`src/rtl/gpo_seq_pkg.sv`:
```
// Shared types and GPO register map for the GPO pattern sequencer.
package gpo_seq_pkg;

    typedef enum logic [2:0] {
        SEQ_IDLE   = 3'd0,
        SEQ_SETUP  = 3'd1,
        SEQ_ACCESS = 3'd2,
        SEQ_DWELL  = 3'd3,
        SEQ_DONE   = 3'd4
    } seq_state_e;

    typedef enum logic [1:0] {
        XFER_MODE = 2'd0,
        XFER_DATA = 2'd1,
        XFER_READ = 2'd2
    } xfer_kind_e;

    localparam logic [2:0] GPO_MODE_ADDR  = 3'h0;
    localparam logic [2:0] GPO_ODATA_ADDR = 3'h4;

    typedef struct packed {
        logic [2:0]  addr;
        logic        write;
        logic [31:0] wdata;
    } apb_req_t;

endpackage

```
`src/rtl/apb_master_xfer.sv`:
```
// Single-transfer APB master: a one-cycle i_req is the SETUP phase, then ACCESS is held until PREADY.
module apb_master_xfer
    import gpo_seq_pkg::*;
(
    input  logic        i_clk,
    input  logic        i_rst_n,
    input  logic        i_req,
    input  apb_req_t    i_req_data,
    input  logic        i_pready,
    output logic        o_ack,
    output logic        o_psel,
    output logic        o_penable,
    output logic        o_pwrite,
    output logic [2:0]  o_paddr,
    output logic [31:0] o_pwdata
);

    logic     r_active;
    apb_req_t r_req;
    apb_req_t w_cur;

    always_ff @(posedge i_clk or negedge i_rst_n) begin
        if (!i_rst_n) begin
            r_active <= 1'b0;
            r_req    <= '0;
        end else if (r_active) begin
            if (i_pready)
                r_active <= 1'b0;
        end else if (i_req) begin
            r_active <= 1'b1;
            r_req    <= i_req_data;
        end
    end

    // SETUP is driven straight from the request so PSEL rises in the requester's SETUP cycle.
    assign w_cur     = (i_req && !r_active) ? i_req_data : r_req;
    assign o_psel    = r_active | i_req;
    assign o_penable = r_active;
    assign o_pwrite  = w_cur.write;
    assign o_paddr   = w_cur.addr;
    assign o_pwdata  = w_cur.wdata;
    assign o_ack     = r_active & i_pready;

endmodule

```
`src/rtl/gpo_pattern_sequencer.sv`:
```
// Steps a latched 4-bit pattern table into the GPO out_data register over APB with a dwell per step.
// Optional GPO_READBACK_CHECK_EN: read back each out_data write and abort with sticky err on mismatch.
module gpo_pattern_sequencer
    import gpo_seq_pkg::*;
#(
    parameter int NUM_STEPS = 8,
    parameter int DWELL_W   = 16,
    parameter int REP_W     = 8
) (
    input  logic                         PCLK,
    input  logic                         PRESET,
    input  logic                         start,
    input  logic                         stop,
    input  logic [3:0]                   mode_mask,
    input  logic [4*NUM_STEPS-1:0]       pattern,
    input  logic [DWELL_W-1:0]           dwell,
    input  logic [REP_W-1:0]             repeats,
    output logic                         busy,
    output logic                         done,
    output logic [$clog2(NUM_STEPS)-1:0] step_idx,
    output logic                         err,
    output logic [2:0]                   PADDR,
    output logic                         PWRITE,
    output logic                         PSEL,
    output logic                         PENABLE,
    output logic [31:0]                  PWDATA,
    input  logic [31:0]                  PRDATA,
    input  logic                         PREADY
);

    localparam int STEP_W = $clog2(NUM_STEPS);
    localparam logic [STEP_W-1:0] LAST_STEP = STEP_W'(NUM_STEPS - 1);

    seq_state_e             r_state;
    xfer_kind_e             r_kind;
    logic [3:0]             r_mask;
    logic [4*NUM_STEPS-1:0] r_pattern;
    logic [DWELL_W-1:0]     r_dwell;
    logic [DWELL_W-1:0]     r_cnt;
    logic [REP_W-1:0]       r_rep;
    logic [REP_W-1:0]       r_pass;
    logic [STEP_W-1:0]      r_step;
    logic                   r_stop_req;

    logic                   w_ack;
    logic                   w_req;
    apb_req_t               w_req_data;
    logic [3:0]             w_cur_pat;
    logic                   w_dwell_last;
    logic [REP_W-1:0]       w_pass_nxt;
    logic                   w_rep_hit;

    assign w_cur_pat    = r_pattern[{r_step, 2'b00} +: 4];
    assign w_dwell_last = (r_dwell == '0) || (r_cnt == r_dwell - DWELL_W'(1));
    assign w_pass_nxt   = r_pass + REP_W'(1);
    assign w_rep_hit    = (r_rep != '0) && (w_pass_nxt == r_rep);
    assign w_req        = (r_state == SEQ_SETUP);

    always_comb begin
        w_req_data = '0;
        case (r_kind)
            XFER_MODE: begin
                w_req_data.addr  = GPO_MODE_ADDR;
                w_req_data.write = 1'b1;
                w_req_data.wdata = {28'b0, r_mask};
            end
            XFER_DATA: begin
                w_req_data.addr  = GPO_ODATA_ADDR;
                w_req_data.write = 1'b1;
                w_req_data.wdata = {28'b0, w_cur_pat};
            end
            default: begin
                w_req_data.addr  = GPO_ODATA_ADDR;
                w_req_data.write = 1'b0;
            end
        endcase
    end

`ifdef GPO_READBACK_CHECK_EN
    logic r_err;
    logic w_rb_ok;
    logic w_unused_prdata;
    assign w_rb_ok         = (PRDATA[3:0] == w_cur_pat);
    assign w_unused_prdata = ^PRDATA[31:4];
    assign err             = r_err;
`else
    logic w_unused_prdata;
    assign w_unused_prdata = ^PRDATA;
    assign err             = 1'b0;
`endif

    always_ff @(posedge PCLK or negedge PRESET) begin
        if (!PRESET) begin
            r_state    <= SEQ_IDLE;
            r_kind     <= XFER_MODE;
            r_mask     <= '0;
            r_pattern  <= '0;
            r_dwell    <= '0;
            r_cnt      <= '0;
            r_rep      <= '0;
            r_pass     <= '0;
            r_step     <= '0;
            r_stop_req <= 1'b0;
`ifdef GPO_READBACK_CHECK_EN
            r_err      <= 1'b0;
`endif
        end else begin
            case (r_state)
                SEQ_IDLE: begin
                    if (start) begin
                        r_mask     <= mode_mask;
                        r_pattern  <= pattern;
                        r_dwell    <= dwell;
                        r_rep      <= repeats;
                        r_step     <= '0;
                        r_pass     <= '0;
                        r_cnt      <= '0;
                        r_kind     <= XFER_MODE;
                        r_stop_req <= 1'b0;
                        r_state    <= SEQ_SETUP;
                    end
                end
                SEQ_SETUP: begin
                    if (stop)
                        r_stop_req <= 1'b1;
                    r_state <= SEQ_ACCESS;
                end
                SEQ_ACCESS: begin
                    if (stop)
                        r_stop_req <= 1'b1;
                    if (w_ack) begin
                        r_cnt <= '0;
                        case (r_kind)
                            XFER_MODE: begin
                                r_kind  <= XFER_DATA;
                                r_state <= SEQ_SETUP;
                            end
                            XFER_DATA: begin
`ifdef GPO_READBACK_CHECK_EN
                                r_kind  <= XFER_READ;
                                r_state <= SEQ_SETUP;
`else
                                r_state <= SEQ_DWELL;
`endif
                            end
`ifdef GPO_READBACK_CHECK_EN
                            XFER_READ: begin
                                r_kind <= XFER_DATA;
                                if (!w_rb_ok) begin
                                    r_err   <= 1'b1;
                                    r_state <= SEQ_DONE;
                                end else begin
                                    r_state <= SEQ_DWELL;
                                end
                            end
`endif
                            default: r_state <= SEQ_DONE;
                        endcase
                        // A pending stop overrides whatever follows the finished transfer.
                        if (r_stop_req || stop)
                            r_state <= SEQ_DONE;
                    end
                end
                SEQ_DWELL: begin
                    if (stop) begin
                        r_state <= SEQ_DONE;
                    end else if (w_dwell_last) begin
                        r_cnt <= '0;
                        if (r_step == LAST_STEP) begin
                            r_step  <= '0;
                            r_pass  <= w_pass_nxt;
                            r_state <= w_rep_hit ? SEQ_DONE : SEQ_SETUP;
                        end else begin
                            r_step  <= r_step + STEP_W'(1);
                            r_state <= SEQ_SETUP;
                        end
                    end else begin
                        r_cnt <= r_cnt + DWELL_W'(1);
                    end
                end
                SEQ_DONE: begin
                    r_stop_req <= 1'b0;
                    r_state    <= SEQ_IDLE;
                end
                default: r_state <= SEQ_IDLE;
            endcase
        end
    end

    apb_master_xfer u_xfer (
        .i_clk      (PCLK),
        .i_rst_n    (PRESET),
        .i_req      (w_req),
        .i_req_data (w_req_data),
        .i_pready   (PREADY),
        .o_ack      (w_ack),
        .o_psel     (PSEL),
        .o_penable  (PENABLE),
        .o_pwrite   (PWRITE),
        .o_paddr    (PADDR),
        .o_pwdata   (PWDATA)
    );

    assign busy     = (r_state != SEQ_IDLE) && (r_state != SEQ_DONE);
    assign done     = (r_state == SEQ_DONE);
    assign step_idx = r_step;

endmodule
```
`config.mk`:
```
export PLATFORM = sky130hd
export DESIGN_NAME = gpo_pattern_sequencer
export DESIGN_NICKNAME = d
export VERILOG_FILES = /design/src/rtl/gpo_seq_pkg.sv /design/src/rtl/apb_master_xfer.sv /design/src/rtl/gpo_pattern_sequencer.sv
export SDC_FILE = /design/constraint.sdc
export NUM_CORES = 1
export LEC_CHECK = 0
export CORE_MARGIN = 1.5
export CORE_UTILIZATION = 30
export DETAILED_ROUTE_END_ITERATION = 8
export DONT_BUFFER_PORTS = 1
export GPL_TIMING_DRIVEN = 1
export MAX_ROUTING_LAYER = met4
export SYNTH_ARGS = -nofsm -noshare
export SYNTH_HDL_FRONTEND = slang
export SYNTH_SLANG_ARGS = --single-unit
```
`constraint.sdc`:
```
create_clock -name PCLK -period 3.58 [get_ports PCLK]
set_input_delay 0.537 -clock PCLK [delete_from_list [all_inputs] [get_ports PCLK]]
set_output_delay 0.537 -clock PCLK [all_outputs]
set_load 0.005 [all_outputs]
```
# After elaboration in Yosys (flattened, before gate mapping)

Index checks and enable logic that the tools add are counted.

Bits in registers: 130
Latch bits: 0
RAM bits: 0
Memory bits (read-only): 0
Input port bits: 97
Output and inout bits: 44
Word-level logic and storage cells: 100
Memories kept: 0

Add/sub/neg operators: 4
Multipliers: 0
Divide/modulo/power cells: 0
Magnitude comparators: 0
Equality and inequality tests: 17
Shifts and indexed selects: 1
Muxes and demuxes: 37
Bitwise gates (word level): 3
Reductions and logical operators: 24

Operators with widths:

| cell                    | number |
|---|---|
| $mux W16                | 4 |
| $pmux W16 S3            | 1 |
| $mux W36                | 1 |
| $mux W3                 | 11 |
| $mux W8                 | 4 |
| $shiftx A32 B6 Y4       | 1 |
| $add A16 B1 Y16 const B | 1 |
| $eq A16 B16 Y1          | 1 |
| $logic_not A16 Y1       | 1 |
| $pmux W4 S2             | 2 |
| $pmux W8 S2             | 1 |
| $sub A16 B1 Y16 const B | 1 |
| $pmux W3 S2             | 2 |
| $pmux W3 S4             | 1 |
| $reduce_and A4 Y1       | 3 |
| $reduce_bool A3 Y1      | 3 |
| $add A8 B1 Y8 const B   | 1 |
| $eq A8 B8 Y1            | 1 |
| $ne A2 B2 Y1 const B    | 4 |
| $reduce_bool A8 Y1      | 1 |
| $eq A3 B2 Y1 const B    | 2 |
| $eq A3 B3 Y1 const B    | 2 |
| $mux W2                 | 3 |
| $ne A2 B1 Y1 const B    | 3 |
| 20 further kinds        | 31 |

# Longest topological paths before layout

Depth in word-level cells: 8
Mapped depth: 11
Gate-level depth less buffers: 10

# Hierarchy

Synthesis repeated with hierarchy kept, for this count alone.

Cells, all modules: 741
Area, all modules: 7637.3 um2

Modules (own cells, without submodules):

| module                | instances | cells each | area an instance (um2) | sequential area each (um2) |
|---|---|---|---|---|
| gpo_pattern_sequencer | 1         | 619        | 5445.2                 | 2302.2 |
| apb_master_xfer       | 1         | 122        | 2192.1                 | 925.9 |

# Least setup slack after synthesis

No wires, ideal clock.

Kind: register -> register
Start: reg r_dwell[0]
End: reg r_pass[0]
Setup time: 0.128 ns
Data arrival time: 2.552 ns
Data required time: 3.452 ns
Slack: 0.900 ns
Stages on the path, launching flop included: 11
Buffers on the path: 0
Period minus slack after synthesis: 2.680 ns
Cell sequence: dfrtp_1 > inv_1 > ha_1 > or3b_2 > o31ai_4 > nor3b_1 > nor3_1 > a21o_1 > o32a_2 > a21oi_4 > mux2_1

Word-level cells in the longest chain between the ends: 5
Elaborated cells on any way between the ends: 6
Those cells by class: add/sub (1); eq/ne (2); reduce/logical (3)

RTL lines:

| what                                 | line                         | text |
|---|---|---|
| start, declared                      | gpo_pattern_sequencer.sv:38  | `logic [DWELL_W-1:0] r_dwell;` |
| start signal, assigned               | gpo_pattern_sequencer.sv:113 | `r_dwell <= dwell;` |
| $sub A16 B1 Y16                      | gpo_pattern_sequencer.sv:54  | `assign w_dwell_last = (r_dwell == '0) \|\| (r_cnt == r_dwell - DWELL_W'(1));` |
| $eq A16 B16 Y1                       | gpo_pattern_sequencer.sv:54  |  |
| $logic_or A1 B1 Y1 *                 | gpo_pattern_sequencer.sv:54  |  |
| $ne A2 B2 Y1 (no source line) *      | n/a                          |  |
| $reduce_and A5 Y1 (no source line) * | n/a                          |  |
| end signal, assigned                 | gpo_pattern_sequencer.sv:171 | `r_pass <= w_pass_nxt;` |
| end, declared                        | gpo_pattern_sequencer.sv:41  | `logic [REP_W-1:0] r_pass;` |

Every way passes the cells marked *; elsewhere a longest branch is shown, timed or not.
A chain may end at the register's enable or synchronous reset.

# Worst setup path in the final report

Same ends and word-level chain as after synthesis.

==> reports/metrics.csv <==
metric;value;unit
status;complete, no violations;
Avg Cell Area, Syn;10.4;um^2
largest net degree at the start of global routing;100;
Tcrit/Tclk final;0.890;
worst slew pin tran;0.730;ns
Rel. slew slack;0.513;
Top Family by Delay on Critical Path;simple AND/OR/NAND/NOR gates;
first-pass GRT wire length;20900;um
YS warnings;0;
max_cap viols;0;
aggregate negative setup slack;0;ns
area of the multi-input gates;2860;um^2
gpl congestion;0.862;
DR DRC count;0;
total CTS buffers;9;
total number of vias;3961;
Synth async-reset ratio;1.00;
Seq. cell area;2480;um^2
global-route usage over all layers;0.138;
Finish-stage setup viols;0;
worst hold path type;input pin to async pin;
Site Rows;49;
Data required, critical path;3.82;ns
cell area after synthesis;5650;um^2
Max stage delay cell, worst path;nor4b_1;
clock slew at reported path FFs;0.07;ns
Yosys reg bits;99;
hold_ws;0.0890;ns
Core Area;18200;um^2
WL final;12500;um
Peak VDD IR;0.398;mV
Final Hold Viols;0;
Pwr Density;791;nW/um^2
Buffers on Ports;0;
grt ovf;0;
Final Critical Period;3.19;ns
TritonCTS clock tree;done;
LEAKAGE;0.00245;uW
Clk Tree Root Cell;clkbuf_16;
crit end category;flip-flop;
Power, Total;4810;uW
cell area after layout;6080;um^2
synthesized netlist cell count;543;
RSZ-0062 raised after global routing;false;
Post-synth EDFFs;0;
remaining antenna violation count;0;
Synth cell types;64;
initial antenna violation count;1;
Die Area;19700;um^2
startpoint types;flip-flop;
die width;140;um
max-slew violation count;0;
DRT iter0 DRCs;167;
clk sink count;99;
H-tree depth;3;
Worst Clk Skew;0.0108;ns
Clock Latency Late Sink;0.36;ns
vias in the first global route;4050;
max incr delay on CP;0.47;ns
Max Clk Rate;0.314;GHz
DPL Wire Length;9160;um
initial core utilization;0.310;
CP Class;flip-flop to flip-flop;
ratio of cells with drive above 1 in the final layout;0.187;
fin nets;638;
number of vias per cell;5.14;
Synth Flop Type;dfrtp_1;
Avg WL per Cell;16.2;um
WP data arrival;3.42;ns
DIE HEIGHT;140;um
First-pass DRT Iterations;4;
Max Buffers Root-to-Sink;2;
Syn-to-layout area delta;7.69;%
I/O pin count;141;
worst path cell trace;inv_1 > ha_1 > nor4b_1 > nand4_1 > xnor2_1 > nor4_1 > nand4b_1 > o32a_2 > a21oi_4 > mux2_1;
Filler cells;1818;
sequential share of the synthesized area;0.439;
DP Area;5760;um^2
WP buf/inv;1;
reg-to-reg slack, setup;0.39;ns
Max FO, Critical Path;14;
## metal layers
metal	part of all wire	vias up	global-route usage
met3	0.060	14	0.0342
met4	0.021	0	0.0609
li1	-	1856	-
met5	0	-	-
met1	0.42	1986	0.160
met2	0.50	105	0.226
## synthesized netlist by cell type, drive strengths merged (2+ instances only)
cell type | n | area (um^2)
nand4b | 3 | 26.3
xnor2 | 21 | 184
a31oi | 11 | 68.8
a21o | 3 | 22.5
and3 | 4 | 25.0
dfrtp | 99 | 2480
nand4 | 15 | 93.8
mux4 | 8 | 180
nand2b | 8 | 50.1
clkbuf | 20 | 75.1
nor4 | 10 | 83.8
a211o | 2 | 17.5
o31ai | 2 | 28.8
buf | 35 | 264
or4 | 4 | 33.8
or3 | 2 | 12.5
nor2b | 5 | 31.3
nor3 | 8 | 40.0
o21ai | 28 | 144
nand3 | 18 | 95.1
nor3b | 3 | 22.5
a21oi | 14 | 81.3
ha | 6 | 75.1
mux2i | 7 | 70.1
inv | 22 | 82.6
o211ai | 5 | 42.5
xor2 | 13 | 114
nor2 | 24 | 90.1
mux2 | 59 | 668
o22ai | 4 | 25.0
and4 | 3 | 26.3
or2 | 3 | 18.8
nand2 | 53 | 199
nor4b | 4 | 35.0
## cell usage in the layout (no fill, tap or decap), drive strengths merged, types with 10 or more instances in the layout
cell type / count
xor2: 13
clkbuf: 11
nand4: 15
inv: 24
conb: 31
a21oi: 14
nor4: 10
mux2: 59
dfrtp: 99
o21ai: 28
xnor2: 21
a31oi: 11
nand3: 18
nand2: 53
nor2: 24
## state kept, by name (all words and copies together), names as in the netlist
name              count
r_stop_req            1
u_xfer.r_req          6
r_cnt                16
u_xfer.o_penable      1
r_pattern            32
step_idx              3
r_mask                4
r_pass                8
r_rep                 8
r_dwell              16
r_state               3
r_kind                1
## worst reg2reg max path, stage by stage, from the launching register on
cell,delay [ns]
dfrtp_1,0.45
inv_1,0.12
ha_1,0.28
nor4b_1,0.47
nand4_1,0.19
xnor2_1,0.17
nor4_1,0.28
nand4b_1,0.14
o32a_2,0.35
a21oi_4,0.29
mux2_1,0.34
## stage by stage
step	setup WS [ns]	std cells	util
floorplan	0.900	573	-
global placement	0.460	752	0.316
detailed placement	0.405	752	0.316
CTS	0.391	769	0.334
global route	0.136	770	0.334
finish	0.394	770	0.334
## report_power, final
part	switching (uW)	internal (uW)	total [uW]
Combinational	876	947	1820
Sequential	459	1550	2010
Clock	431	546	977
Total	1770	3040	4810
## kinds of logic after synthesis
family | share of synthesized area
other cells | 0.000664
flops | 0.439
buf+inv | 0.0747
compound gates | 0.0922
mux | 0.163
simple gates | 0.165
fa+ha+maj | 0.0133
xor+xnor | 0.0527
## worst paths after layout
kind	startpoint	to	cells after the start
min	PRESET	u_xfer.r_req[1]	1
max in group asynchronous	PRESET	r_pattern[2]	1
max reg2reg	r_dwell[0]	r_pass[0]	10
min in group PCLK	PREADY	u_xfer.o_penable	1
min reg2reg	u_xfer.r_req[32]	u_xfer.r_req[32]	1
max	r_dwell[0]	r_pass[0]	10
## layout make-up
| cell class | count | share of cell area |
|---|---|---|
| clock inverter | 5 | 0.00988 |
| clock buffer | 11 | 0.0383 |
| antenna | 1 | 0.000412 |
| timing repair buffer | 6 | 0.0128 |
| multi-input combinational | 397 | 0.471 |
| inverter | 22 | 0.0136 |
| tap | 229 | 0.0471 |
| sequential | 99 | 0.407 |
## repair_timing
item | in CTS | in global routing
gates resized for setup | 0 | 0
hold buffers | 1 | 0
setup buffers | 0 | 0
hold endpoints to repair | 99 | 0
(Power assumes the default switching activity.)
